===== src/rtl/rv32_pkg.sv =====
// Shared constants for the OF-stage forwarding / hazard unit.
// Stall vector layout, NOP encoding and default parameters.
package rv32_pkg;

    localparam int NUM_SRC_DEF    = 2;
    localparam int NUM_STAGES_DEF = 3;
    localparam int XLEN_DEF       = 32;
    localparam int MAX_LD_DEF     = 4;
    localparam int CNT_W_DEF      = 16;

    localparam int STALL_W     = 5;
    localparam int STALL_IF    = 0;
    localparam int STALL_IFOF  = 1;
    localparam int STALL_OFEX  = 2;
    localparam int STALL_EXMEM = 3;
    localparam int STALL_MEMWB = 4;

    localparam logic [31:0] NOP = 32'h0000_0013;

    typedef logic [4:0] reg_idx_t;

    function automatic logic [STALL_W-1:0] stall_vec(
        input logic hz,
        input logic imem_rdy,
        input logic dmem_rdy
    );
        logic [STALL_W-1:0] v;
        v              = '0;
        v[STALL_IF]    = hz | ~dmem_rdy;
        v[STALL_IFOF]  = hz | ~dmem_rdy | ~imem_rdy;
        v[STALL_OFEX]  = ~dmem_rdy;
        v[STALL_EXMEM] = ~dmem_rdy;
        v[STALL_MEMWB] = ~dmem_rdy;
        return v;
    endfunction

endpackage


===== src/rtl/fwd_hazard_unit_if.sv =====
// Bundle between the pipeline and the forwarding / hazard unit.
// master = pipeline side, slave = hazard unit.
interface fwd_hazard_unit_if #(
    parameter int NUM_SRC    = rv32_pkg::NUM_SRC_DEF,
    parameter int NUM_STAGES = rv32_pkg::NUM_STAGES_DEF,
    parameter int XLEN       = rv32_pkg::XLEN_DEF,
    parameter int CNT_W      = rv32_pkg::CNT_W_DEF
) ();
    logic                             imem_ready;
    logic                             dmem_ready;
    logic                             of_valid;
    logic [NUM_SRC-1:0][4:0]          of_src_addr;
    logic [NUM_SRC-1:0]               of_src_used;
    logic [NUM_STAGES-1:0]            stg_wb_en;
    logic [NUM_STAGES-1:0][4:0]       stg_wb_addr;
    logic [NUM_STAGES-1:0][XLEN-1:0]  stg_wb_data;
    logic [NUM_STAGES-1:0]            stg_data_ready;
    logic                             ld_issue;
    logic [4:0]                       ld_issue_rd;
    logic                             ld_done;
    logic [4:0]                       ld_done_rd;
    logic [NUM_SRC-1:0][XLEN-1:0]     fwd_data;
    logic [NUM_SRC-1:0]               fwd_en;
    logic [4:0]                       stall;
    logic                             ld_credit_ok;
    logic [CNT_W-1:0]                 hazard_stall_cnt;
    logic                             sb_err;

    modport master (
        output imem_ready, dmem_ready, of_valid, of_src_addr, of_src_used,
        output stg_wb_en, stg_wb_addr, stg_wb_data, stg_data_ready,
        output ld_issue, ld_issue_rd, ld_done, ld_done_rd,
        input  fwd_data, fwd_en, stall, ld_credit_ok, hazard_stall_cnt, sb_err
    );

    modport slave (
        input  imem_ready, dmem_ready, of_valid, of_src_addr, of_src_used,
        input  stg_wb_en, stg_wb_addr, stg_wb_data, stg_data_ready,
        input  ld_issue, ld_issue_rd, ld_done, ld_done_rd,
        output fwd_data, fwd_en, stall, ld_credit_ok, hazard_stall_cnt, sb_err
    );
endinterface


===== src/rtl/ld_scoreboard.sv =====
// Outstanding-load scoreboard: per-register pending bits plus
// an in-flight counter with credit output and sticky error.
module ld_scoreboard #(
    parameter int MAX_LD = rv32_pkg::MAX_LD_DEF
) (
    input  logic        clk,
    input  logic        reset,
    input  logic        i_issue,
    input  logic [4:0]  i_issue_rd,
    input  logic        i_done,
    input  logic [4:0]  i_done_rd,
    output logic [31:0] o_pending,
    output logic        o_credit_ok,
    output logic        o_err
);
    localparam int CW = $clog2(MAX_LD) + 1;

    logic [CW-1:0] r_cnt;
    logic [31:0]   r_pending;
    logic          r_err;
    logic [31:0]   w_pend_nxt;
    logic          w_full;
    logic          w_empty;
    logic          w_ovf;
    logic          w_unf;

    assign w_full  = (r_cnt == CW'(MAX_LD));
    assign w_empty = (r_cnt == '0);
    assign w_ovf   = i_issue & ~i_done & w_full;
    assign w_unf   = i_done & ~i_issue & w_empty;

    // clear on return first, then set on accepted issue so issue wins
    always_comb begin
        w_pend_nxt = r_pending;
        if (i_done)
            w_pend_nxt[i_done_rd] = 1'b0;
        if (i_issue && !w_ovf && i_issue_rd != 5'd0)
            w_pend_nxt[i_issue_rd] = 1'b1;
        w_pend_nxt[0] = 1'b0;
    end

    // counter, pending bits and sticky over/underflow flag
    always_ff @(posedge clk or posedge reset) begin
        if (reset) begin
            r_cnt     <= '0;
            r_pending <= '0;
            r_err     <= 1'b0;
        end else begin
            if (i_issue && !i_done && !w_full)
                r_cnt <= r_cnt + CW'(1);
            else if (i_done && !i_issue && !w_empty)
                r_cnt <= r_cnt - CW'(1);
            if (w_ovf || w_unf)
                r_err <= 1'b1;
            r_pending <= w_pend_nxt;
        end
    end

    assign o_pending   = r_pending;
    assign o_credit_ok = (r_cnt < CW'(MAX_LD));
    assign o_err       = r_err;
endmodule


===== src/rtl/fwd_hazard_unit.sv =====
// OF-stage operand forwarding with youngest-stage priority,
// load-use hazard detection and pipeline stall generation.
module fwd_hazard_unit
    import rv32_pkg::*;
#(
    parameter int NUM_SRC    = NUM_SRC_DEF,
    parameter int NUM_STAGES = NUM_STAGES_DEF,
    parameter int XLEN       = XLEN_DEF,
    parameter int MAX_LD     = MAX_LD_DEF,
    parameter int CNT_W      = CNT_W_DEF
) (
    input logic              clk,
    input logic              reset,
    fwd_hazard_unit_if.slave bus
);
    logic [31:0]                  w_pending;
    logic [NUM_SRC-1:0]           w_hit;
    logic [NUM_SRC-1:0]           w_src_hz;
    logic [NUM_SRC-1:0][XLEN-1:0] w_win_data;
    logic                         w_hz;
    logic [NUM_SRC-1:0]           r_fwd_en;
    logic [NUM_SRC-1:0][XLEN-1:0] r_fwd_data;
    logic [CNT_W-1:0]             r_hz_cnt;

    ld_scoreboard #(.MAX_LD(MAX_LD)) u_sb (
        .clk         (clk),
        .reset       (reset),
        .i_issue     (bus.ld_issue),
        .i_issue_rd  (bus.ld_issue_rd),
        .i_done      (bus.ld_done),
        .i_done_rd   (bus.ld_done_rd),
        .o_pending   (w_pending),
        .o_credit_ok (bus.ld_credit_ok),
        .o_err       (bus.sb_err)
    );

    for (genvar s = 0; s < NUM_SRC; s++) begin : g_src
        logic [NUM_STAGES-1:0] w_match;
        logic                  w_hit_l;
        logic                  w_rdy_l;
        logic [XLEN-1:0]       w_data_l;
        logic [4:0]            w_addr;

        assign w_addr = bus.of_src_addr[s];

        for (genvar k = 0; k < NUM_STAGES; k++) begin : g_stg
            assign w_match[k] = bus.of_valid & bus.of_src_used[s]
                              & bus.stg_wb_en[k]
                              & (bus.stg_wb_addr[k] == w_addr)
                              & (w_addr != 5'd0);
        end

        // scan oldest-first so the youngest matching stage wins
        always_comb begin
            w_hit_l  = 1'b0;
            w_rdy_l  = 1'b1;
            w_data_l = '0;
            for (int k = NUM_STAGES - 1; k >= 0; k--) begin
                if (w_match[k]) begin
                    w_hit_l  = 1'b1;
                    w_rdy_l  = bus.stg_data_ready[k];
                    w_data_l = bus.stg_wb_data[k];
                end
            end
        end

        assign w_hit[s]      = w_hit_l;
        assign w_win_data[s] = w_data_l;
        assign w_src_hz[s]   = w_hit_l ? ~w_rdy_l
                             : (bus.of_valid & bus.of_src_used[s]
                                & w_pending[w_addr]);
    end

    assign w_hz      = |w_src_hz;
    assign bus.stall = stall_vec(w_hz, bus.imem_ready, bus.dmem_ready);

    // forwarding registers: frozen on dmem stall, bubble on hazard
    always_ff @(posedge clk or posedge reset) begin
        if (reset) begin
            r_fwd_en   <= '0;
            r_fwd_data <= '0;
        end else if (bus.dmem_ready) begin
            if (w_hz) begin
                r_fwd_en <= '0;
            end else begin
                r_fwd_en <= w_hit;
                for (int s = 0; s < NUM_SRC; s++)
                    if (w_hit[s])
                        r_fwd_data[s] <= w_win_data[s];
            end
        end
    end

    // saturating count of cycles lost to data hazards
    always_ff @(posedge clk or posedge reset) begin
        if (reset)
            r_hz_cnt <= '0;
        else if (w_hz && bus.dmem_ready && !(&r_hz_cnt))
            r_hz_cnt <= r_hz_cnt + CNT_W'(1);
    end

    assign bus.fwd_en           = r_fwd_en;
    assign bus.fwd_data         = r_fwd_data;
    assign bus.hazard_stall_cnt = r_hz_cnt;
endmodule


===== src/flat_wrapper.sv =====
// flat-port wrapper written by rule: the top's interface ports become plain ports
module fwd_hazard_unit_flat import rv32_pkg::*;
#(
    parameter int NUM_SRC    = NUM_SRC_DEF,
    parameter int NUM_STAGES = NUM_STAGES_DEF,
    parameter int XLEN       = XLEN_DEF,
    parameter int MAX_LD     = MAX_LD_DEF,
    parameter int CNT_W      = CNT_W_DEF
)
  (clk, reset, bus_imem_ready, bus_dmem_ready, bus_of_valid, bus_of_src_addr, bus_of_src_used, bus_stg_wb_en, bus_stg_wb_addr, bus_stg_wb_data, bus_stg_data_ready, bus_ld_issue, bus_ld_issue_rd, bus_ld_done, bus_ld_done_rd, bus_fwd_data, bus_fwd_en, bus_stall, bus_ld_credit_ok, bus_hazard_stall_cnt, bus_sb_err);
  fwd_hazard_unit_if #(.NUM_SRC(NUM_SRC), .NUM_STAGES(NUM_STAGES), .XLEN(XLEN), .CNT_W(CNT_W)) bus_i ();
  input logic clk;
  input logic reset;
  input wire logic [$bits(bus_i.imem_ready)-1:0] bus_imem_ready;
  input wire logic [$bits(bus_i.dmem_ready)-1:0] bus_dmem_ready;
  input wire logic [$bits(bus_i.of_valid)-1:0] bus_of_valid;
  input wire logic [$bits(bus_i.of_src_addr)-1:0] bus_of_src_addr;
  input wire logic [$bits(bus_i.of_src_used)-1:0] bus_of_src_used;
  input wire logic [$bits(bus_i.stg_wb_en)-1:0] bus_stg_wb_en;
  input wire logic [$bits(bus_i.stg_wb_addr)-1:0] bus_stg_wb_addr;
  input wire logic [$bits(bus_i.stg_wb_data)-1:0] bus_stg_wb_data;
  input wire logic [$bits(bus_i.stg_data_ready)-1:0] bus_stg_data_ready;
  input wire logic [$bits(bus_i.ld_issue)-1:0] bus_ld_issue;
  input wire logic [$bits(bus_i.ld_issue_rd)-1:0] bus_ld_issue_rd;
  input wire logic [$bits(bus_i.ld_done)-1:0] bus_ld_done;
  input wire logic [$bits(bus_i.ld_done_rd)-1:0] bus_ld_done_rd;
  output wire logic [$bits(bus_i.fwd_data)-1:0] bus_fwd_data;
  output wire logic [$bits(bus_i.fwd_en)-1:0] bus_fwd_en;
  output wire logic [$bits(bus_i.stall)-1:0] bus_stall;
  output wire logic [$bits(bus_i.ld_credit_ok)-1:0] bus_ld_credit_ok;
  output wire logic [$bits(bus_i.hazard_stall_cnt)-1:0] bus_hazard_stall_cnt;
  output wire logic [$bits(bus_i.sb_err)-1:0] bus_sb_err;
  assign bus_i.imem_ready = bus_imem_ready;
  assign bus_i.dmem_ready = bus_dmem_ready;
  assign bus_i.of_valid = bus_of_valid;
  assign bus_i.of_src_addr = bus_of_src_addr;
  assign bus_i.of_src_used = bus_of_src_used;
  assign bus_i.stg_wb_en = bus_stg_wb_en;
  assign bus_i.stg_wb_addr = bus_stg_wb_addr;
  assign bus_i.stg_wb_data = bus_stg_wb_data;
  assign bus_i.stg_data_ready = bus_stg_data_ready;
  assign bus_i.ld_issue = bus_ld_issue;
  assign bus_i.ld_issue_rd = bus_ld_issue_rd;
  assign bus_i.ld_done = bus_ld_done;
  assign bus_i.ld_done_rd = bus_ld_done_rd;
  assign bus_fwd_data = bus_i.fwd_data;
  assign bus_fwd_en = bus_i.fwd_en;
  assign bus_stall = bus_i.stall;
  assign bus_ld_credit_ok = bus_i.ld_credit_ok;
  assign bus_hazard_stall_cnt = bus_i.hazard_stall_cnt;
  assign bus_sb_err = bus_i.sb_err;
  fwd_hazard_unit #(.NUM_SRC(NUM_SRC), .NUM_STAGES(NUM_STAGES), .XLEN(XLEN), .MAX_LD(MAX_LD), .CNT_W(CNT_W)) u_core (.clk(clk), .reset(reset), .bus(bus_i));
endmodule

===== config.mk =====
export PLATFORM = sky130hd
export DESIGN_NAME = fwd_hazard_unit_flat
export DESIGN_NICKNAME = d
export VERILOG_FILES = /design/src/rtl/rv32_pkg.sv /design/src/rtl/fwd_hazard_unit_if.sv /design/src/rtl/ld_scoreboard.sv /design/src/rtl/fwd_hazard_unit.sv /design/src/flat_wrapper.sv
export SDC_FILE = /design/constraint.sdc
export NUM_CORES = 1
export LEC_CHECK = 0
export CORE_ASPECT_RATIO = 0.6
export CORE_MARGIN = 1
export CORE_UTILIZATION = 65
export DETAILED_ROUTE_END_ITERATION = 10
export DONT_BUFFER_PORTS = 1
export PLACE_DENSITY = 0.86
export SLEW_MARGIN = 20
export SYNTH_ARGS = -nofsm -noshare
export SYNTH_HDL_FRONTEND = slang
export SYNTH_SLANG_ARGS = --single-unit

===== constraint.sdc =====
create_clock -name clk -period 6.58 [get_ports clk]
set_input_delay 1.974 -clock clk [delete_from_list [all_inputs] [get_ports clk]]
set_output_delay 1.974 -clock clk [all_outputs]
set_load 0.05 [all_outputs]

==> results of run 1 <==
## logic make-up (layout without fill, tap and decap cells)
group | Yosys count | after routing | synth area share [%]
buffers and inverters | 60 | 54 | 4.01
XOR/XNOR | 45 | 45 | 5.38
AND/OR/NAND/NOR | 243 | 243 | 17.9
adder cells (fa/ha/maj) | 2 | 2 | 0.444
AO/OA/AOI/OAI | 216 | 216 | 16.9
multiplexers | 91 | 91 | 15.5
flip-flops | 117 | 117 | 39.9
## critical path, stage by stage
cell	delay (ns)
and2_1	0.18
o21ai_2	0.14
nor4_4	0.89
mux2i_1	0.22
a21oi_2	0.23
nand4_4	0.11
nor2_1	0.16
nand2_1	0.09
buf_4	0.19
## worst paths after layout
| path | startpoint | end | slack [ns] | cells after the start |
|---|---|---|---|---|
| max | bus_of_src_used[0] | bus_stall[1] | 0.42 | 9 |
| min | u_core.u_sb.o_pending[24] | u_core.u_sb.o_pending[24] | 0.54 | 2 |
| max reg2reg | u_core.u_sb.o_pending[13] | u_core.bus.fwd_data[57] | 3.68 | 9 |
| min reg2reg | u_core.u_sb.o_pending[24] | u_core.u_sb.o_pending[24] | 0.54 | 2 |
| max in group asynchronous | reset | u_core.bus.fwd_data[39] | 3.83 | 2 |
| min in group asynchronous | reset | u_core.bus.fwd_data[21] | 1.65 | 1 |
## per-stage QoR
stage / util, % / worst slack [ns]
global route: 73.6 / 0.242
global placement: 68.6 / 0.501
CTS: 73.6 / 0.415
detailed placement: 68.6 / 0.395
finish: 73.6 / 0.421
floorplan: - / 0.410
## cell usage in the layout, fill, tap and decap left out, types with 15 or more instances in the layout
| cell type | netlist | layout |
|---|---|---|
| a21oi_1 | 58 | 58 |
| a22oi_1 | 33 | 33 |
| and3_1 | 37 | 37 |
| buf_4 | 3 | 15 |
| clkbuf_16 | 0 | 17 |
| dfrtp_1 | 117 | 117 |
| mux2_1 | 37 | 37 |
| mux2_2 | 33 | 33 |
| nand2_1 | 83 | 83 |
| nand3_1 | 18 | 18 |
| nand3b_1 | 15 | 15 |
| nor2_1 | 33 | 33 |
| o21ai_0 | 108 | 108 |
| xnor2_1 | 39 | 39 |
## state kept, by name (all words and copies together) (netlist names)
| name | flops |
|---|---|
| u_core.bus.fwd_data | 64 |
| u_core.bus.fwd_en | 2 |
| u_core.bus.hazard_stall_cnt | 16 |
| u_core.u_sb.o_err | 1 |
| u_core.u_sb.o_pending | 31 |
| u_core.u_sb.r_cnt | 3 |
## layout make-up
cell class / instances / area (um^2)
Fill cell: 780 / 2840
Timing Repair Buffer: 15 / 113
Inverter: 7 / 28.8
Sequential cell: 117 / 2930
Clock inverter: 14 / 103
Clock buffer: 18 / 439
Multi-Input combinational cell: 597 / 4150
Tap cell: 139 / 174
## where the power goes
part	internal, mW	switching, mW	leakage [nW]	total [mW]
clock network	0.494	0.342	0.271	0.836
logic	0.144	0.174	1.59	0.317
registers	0.801	0.158	1.57	0.960
## layer usage
| layer | vias up | GRT usage [%] | part of all wire [%] |
|---|---|---|---|
| met5 | - | 0 | 0 |
| met4 | 0 | 12.4 | 1.6 |
| met3 | 50 | 13.7 | 12 |
| met2 | 443 | 61.3 | 47 |
| met1 | 3167 | 49.8 | 39 |
| li1 | 2795 | - | - |
==> metrics.txt, run 1 <==
Max H-tree Level=4; Synth Cell Area=roughly 7300 um^2; register area share after synthesis=between 30% and 40%; crit share post-route=93.6%; clk_skew=~0.013 ns; Placed Cells=~880; post_cts resized=0; post-layout total power=2.11 mW; Die Ht=84.3 um; Power Dens Cells=between 200 and 300 nW/um^2; Pins Over Slew Limit=0; Synth Area per Inst=approximately 9.5 um^2; WHS=around 0.54 ns; grt ovf=0; gpl congestion=just over 0.9; Finished Cell Area=between 7000 and 8000 um^2; hold crit path type=flip-flop to flip-flop; Antenna diodes=0; routed vias=roughly 6500; startpoint types=input port; Mapped Nets=slightly above 900; status=finished, violations left; Area contributors post-synth=dfrtp_1, o21ai_0, mux2_1, mux2_2, xnor2_1; YS warnings=0; fin cells=907; Worst Max-Slew Pin Slew=0.988 ns; Initial Util=just under 70%; post-CTS setup buffer count=0; Synth area leader=dfrtp_1; failing checks=design-rule violations; row count=29; Post-DP Area=roughly 7400 um^2; DP HPWL=approximately 16000 um; Rel. slew slack=~34%; residual DRC count=12; core area=around 11000 um^2; vias in the first global route=around 6400; wire length per cell=around 24 um; Synth Register Bits=between 100 and 150; count leader, synth=dfrtp_1; leak pwr=approximately 3.4 nW; Die ar.=around 12000 um^2; Post-synth top flop=dfrtp_1; layout cell share with drive strength beyond 1=15.0%; clock buffer count from CTS=17; initial antenna violation count=0; clock sinks=about 120; Clock transition at path regs=0.06 ns; Root Buffer=clkbuf_16; CTS max path bufs=2; number of synthesized flops with an enable pin=0; minimum clock period=around 6.2 ns; CTS tree=built; layout net count=approximately 900; P&R area growth vs syn=8.24%; Worst IR Drop VDD=0.233 mV; DR pass1 iterations=11; initial DRC count=between 600 and 700; Post-synth ARST share=100%; fmax=162 MHz; cts hold-fix bufs=0; WL final=22100 um; Synth top cells by count=dfrtp_1, o21ai_0, nand2_1; Crit. End Element=primary output; WP data required=4.61 ns; worst-skew pair later-pin latency=approximately 0.40 ns; Max Cap Viol=0; port buffer count=0; crit-path max FO=13; DR vias/cell=between 7 and 8; largest net degree at the start of global routing=80; RSZ-0062 raised after global routing=false; post-route ant nets=0; first-pass GRT wire length=about 35000 um; die width=~140 um; Post-Synthesis Cells=774; final hold violations=0; final setup violation count=0; setup_tns=0 ns; Synth top area share=about 40%; crit path kind=input port to primary output; IO Pins=between 200 and 250; Netlist cell types=57; Global Route Usage Sum=38.6%; WP data arrival=approximately 4.2 ns
Note: power is estimated with default switching activity, not from simulation.
==> run 2: changes to the inputs <==
- CAP_MARGIN: default -> 20
- CORE_UTILIZATION: 65 -> 67
- CTS_BUF_LIST: default -> sky130_fd_sc_hd__clkbuf_2
- PLACE_DENSITY: 0.86 -> 0.88
==> metrics.txt, run 2 (synthesized netlist as in run 1, its figures left out) <==
Worst Path Buf+Inv=1; DR vias/cell=approximately 7; startpoint types=input port; Die Ht=~83 um; Critical-path top delay cell=nor4_4; Antenna diodes=0; post_cts resized=0; clock buffer count from CTS=17; hold crit path type=flip-flop to flip-flop; layout cell share with drive strength beyond 1=between 10% and 20%; Worst Max-Slew Pin Slew=0.988 ns; Crit. End Element=primary output; most common cell after layout, fill and taps aside=dfrtp_1; minimum clock period=6.15 ns; row count=29; Initial Util=69.2%; number of flip-flops in the largest register=64; Post-DP Area=approximately 7400 um^2; CTS tree=built; HP Start=u_core.u_sb.o_pending[27]; Die ar.=between 10000 and 15000 um^2; die width=137 um; gpl congestion=~0.96; DP HPWL=roughly 16000 um; Power Dens Cells=approximately 240 nW/um^2; residual DRC count=0; Global Route Usage Sum=~40%; worst path cell trace=and2_1 > o21ai_2 > nor4_4 > mux2i_1 > a21oi_2 > nand4_4 > nor2_1 > nand2_1 > buf_4; crit path kind=input port to primary output; CTS max path bufs=2; area of the multi-input gates=between 4000 and 5000 um^2; final hold violations=0; post-CTS setup buffer count=0; Root Buffer=clkbuf_2; layout net count=around 900; WP data required=between 4 and 5 ns; largest net degree at the start of global routing=65; P&R area growth vs syn=4.80%; first-pass GRT wire length=approximately 34000 um; IO Pins=235; Worst IR Drop VDD=roughly 0.24 mV; initial antenna violation count=0; Worst Setup Slack, final=0.431 ns; clock sinks=around 120; vias in the first global route=6466; most frequent cells in the layout=dfrtp_1, o21ai_0, nand2_1; Max H-tree Level=4; clk_skew=between 0.04 and 0.05 ns; DR pass1 iterations=7; setup_tns=0 ns; port buffer count=0; WL final=22100 um; RSZ-0062 raised after global routing=false; Max Cap Viol=0; post-place setup slack=between 0.4 and 0.5 ns; worst-skew pair later-pin latency=0.70 ns; final setup violation count=0; fmax=around 160 MHz; crit share post-route=a little over 90%; register area=a little under 3000 um^2; final core occ=72.5%; WP data arrival=roughly 4.2 ns; leak pwr=~3.3 nW; routed vias=about 6400; initial DRC count=approximately 570; Crit Reg-Reg Startpoint=u_core.u_sb.o_pending[12]; status=completed; Pins Over Slew Limit=0; critical path's largest stage delay=roughly 0.9 ns; Rel. slew slack=33.6%; Clock transition at path regs=roughly 0.15 ns; post-route ant nets=0; # fillers=slightly below 800; Worst path top cell family by delay=simple AND/OR/NAND/NOR gates; wire length per cell=about 24 um; grt ovf=0; crit-path max FO=13; Finished Cell Area=7680 um^2; crit path launch=bus_of_src_used[0]; cts hold-fix bufs=0; core area=10600 um^2
[run 2: per-layer routing]
layer  routed length (um)  up-vias  part of all wire [%]  track usage (%)
met5                    0        -                     0                0
met4                  430        0                   1.9             14.5
met3                 2730       52                    12             12.2
met2                10000      429                    45             61.7
met1                 8920     3133                    40             52.9
li1                     -     2791                     -                -
[run 2: where the power goes]
part           leakage (nW)  total, mW  internal (mW)  switching, mW
combinational          1.59      0.312          0.144          0.168
sequential             1.57      0.962          0.800          0.162
clock                 0.160      0.567          0.256          0.311
total                  3.31       1.84           1.20          0.641
[run 2: through the flow]
stage	std cells	hold WS, ns	power [mW]
final	907	0.573	1.84
after global placement	875	0.525	1.25
after global routing	907	0.585	1.92
after detailed placement	875	0.525	1.28
after floorplan	774	0.481	1.19
after CTS	907	0.564	1.83
[run 2: final timing paths]
path                                             end  slack, ns  cells after the start
min                        u_core.u_sb.o_pending[27]       0.57                      2
max in group asynchronous  u_core.u_sb.o_pending[27]       4.07                      2
max                                     bus_stall[1]       0.43                      9
max reg2reg                  u_core.bus.fwd_data[57]       3.56                      9
min in group asynchronous    u_core.bus.fwd_data[53]       1.22                      1
min reg2reg                u_core.u_sb.o_pending[27]       0.57                      2
[run 2: worst reg2reg max path, cell delays in order, from the launching register on]
cell and delay [ns]:
dfrtp_1 0.48, mux4_2 0.47, a211oi_1 0.31, a21oi_1 0.18, nand3_1 0.17, nand4_4 0.11
buf_4 0.21, nor3_4 0.11, buf_4 0.44, mux2_2 0.44
[run 2: final cells by class]
type | instances | area share [%]
clock buffers | 18 | 1.17
repair buffers | 15 | 1.47
multi-input cells | 597 | 54.0
flip-flops and latches | 117 | 38.1
clock inverters | 14 | 2.59
inverters | 7 | 0.375
well taps | 139 | 2.26
==> run 3: changes to the inputs <==
- CORE_ASPECT_RATIO: 0.6 -> 0.7
- SKIP_CTS_REPAIR_TIMING: default -> 1
==> metrics.txt, run 3 (synthesized netlist as in run 1, its figures left out) <==
Clock transition at path regs=~0.16 ns; most frequent cells in the layout=dfrtp_1, o21ai_0, nand2_1; Post-DP Area=roughly 7400 um^2; fin cells=896; RR Endpoint=u_core.bus.fwd_data[29]; Die Ht=89.5 um; initial DRC count=about 660; Initial Util=a little over two thirds; hold path depth=1; first-pass GRT wire length=roughly 34000 um; grt ovf=0; startpoint types=input port; layout cell share with drive strength beyond 1=14.5%; Max H-tree Level=4; WHS=around 0.57 ns; routed vias=6438; Rel. slew slack=38.1%; setup_tns=0 ns; WP data arrival=between 4 and 5 ns; DR pass1 iterations=5; status=completed; DR vias/cell=7.19; WL final=roughly 23000 um; worst reg-to-reg path cell count=9; most common cell after layout, fill and taps aside=dfrtp_1; Crit. End Element=primary output; RSZ-0062 raised after global routing=false; Critical-path top delay cell=nor4_4; leak pwr=between 3 and 4 nW; crit-path max FO=13; CTS tree=built; DP HPWL=16700 um; clock sinks=between 100 and 150; final setup violation count=0; uppermost layer routed=met4; Worst IR Drop VDD=0.224 mV; met2 routed WL=about 10000 um; Die ar.=11400 um^2; initial antenna violation count=0; row count=31; final hold violations=0; die width=roughly 130 um; WP data required=4.61 ns; clk_skew=0.0429 ns; crit share post-route=92.6%; post-route ant nets=0; number of flip-flops in the largest register=64; port buffer count=0; worst-skew pair later-pin latency=0.65 ns; worst hold endpoint=u_core.u_sb.r_cnt[2]; P&R area growth vs syn=3.12%; met1 WL=about 9000 um; IO Pins=approximately 240; Finished Cell Area=7560 um^2; Worst Max-Slew Pin Slew=just over 0.9 ns; R2R Setup Slk=3.57 ns; Crit Reg-Reg Startpoint=u_core.u_sb.o_pending[13]; Placed Cells=just under 900; Power Dens Cells=approximately 220 nW/um^2; Max Cap Viol=0; metal3 WL=a little under 3000 um; Pins Over Slew Limit=0; crit path kind=input port to primary output; worst path cell trace=and2_1 > o21ai_2 > nor4_4 > mux2i_1 > a21oi_2 > nand4_4 > nor2_1 > nand2_1 > buf_4; residual DRC count=0; hold crit path type=flip-flop to flip-flop; core area=about 10000 um^2; fmax=approximately 160 MHz; vias in the first global route=slightly above 6000; clock buffer count from CTS=17; Root Buffer=clkbuf_2; CTS max path bufs=2; largest net degree at the start of global routing=65; wire length per cell=~26 um; # fillers=~770; Global Route Usage Sum=about 40%; layout net count=around 900; post-layout total power=1.69 mW; gpl congestion=1.04; critical path's largest stage delay=around 0.84 ns; minimum clock period=just over 6 ns; Antenna diodes=0; HP Start=u_core.u_sb.r_cnt[2]
==> run 3: cell types whose count changed in the layout (fill, tap and decap cells not counted), sizes merged <==
cell      delta
clkinvlp     +1
clkbuf       +1
clkinv       +1
bufinv       -3
buf          -1
inv          -3
==> run 3: power breakdown <==
group / total (mW) / leakage, nW / switching [mW] / internal [mW]
logic: 0.323 / 1.58 / 0.179 / 0.144
registers: 0.963 / 1.57 / 0.163 / 0.800
clock network: 0.399 / 0.111 / 0.270 / 0.129
==> run 3: routing by layer <==
layer | vias up | GRT usage, %
li1 | 2781 | -
met1 | 3116 | 51.3
met2 | 467 | 62.4
met3 | 74 | 15.0
met4 | 0 | 14.3
met5 | - | 0
==> run 3: worst max path at each step <==
stage	slack (ns)	cells after the start	start	endpoint
final	0.49	9	bus_of_src_used[0]	bus_stall[1]
after global routing	0.36	9	bus_of_src_used[0]	bus_stall[1]
after CTS	0.51	9	bus_of_src_used[0]	bus_stall[1]
after detailed placement	0.52	9	bus_of_src_used[0]	bus_stall[1]
after global placement	0.56	9	bus_of_src_used[0]	bus_stall[1]
after floorplan	0.41	10	bus_of_src_addr[8]	bus_stall[1]
==> run 3: metrics by stage <==
| step | util (%) | setup WS, ns |
|---|---|---|
| floorplan | - | 0.410 |
| global placement | 70.4 | 0.555 |
| detailed placement | 70.4 | 0.515 |
| CTS | 72.2 | 0.507 |
| global route | 72.2 | 0.356 |
| finish | 72.2 | 0.487 |
==> run 3: final cells by class <==
type | instances | area [um^2] | area share (%)
well taps | 132 | 165 | 2.18
clock inverters | 10 | 87.6 | 1.16
flip-flops and latches | 117 | 2930 | 38.7
inverters | 7 | 28.8 | 0.381
clock buffers | 19 | 95.1 | 1.26
multi-input cells | 597 | 4150 | 54.9
repair buffers | 14 | 105 | 1.39
==> run 3: worst max-delay path: cells and delay by family <==
kind	cells	cell delay, ns
muxes	1	0.20
and+or+nand+nor	5	1.40
AOI/OAI and AO/OA	2	0.35
buffers and inverters	1	0.19
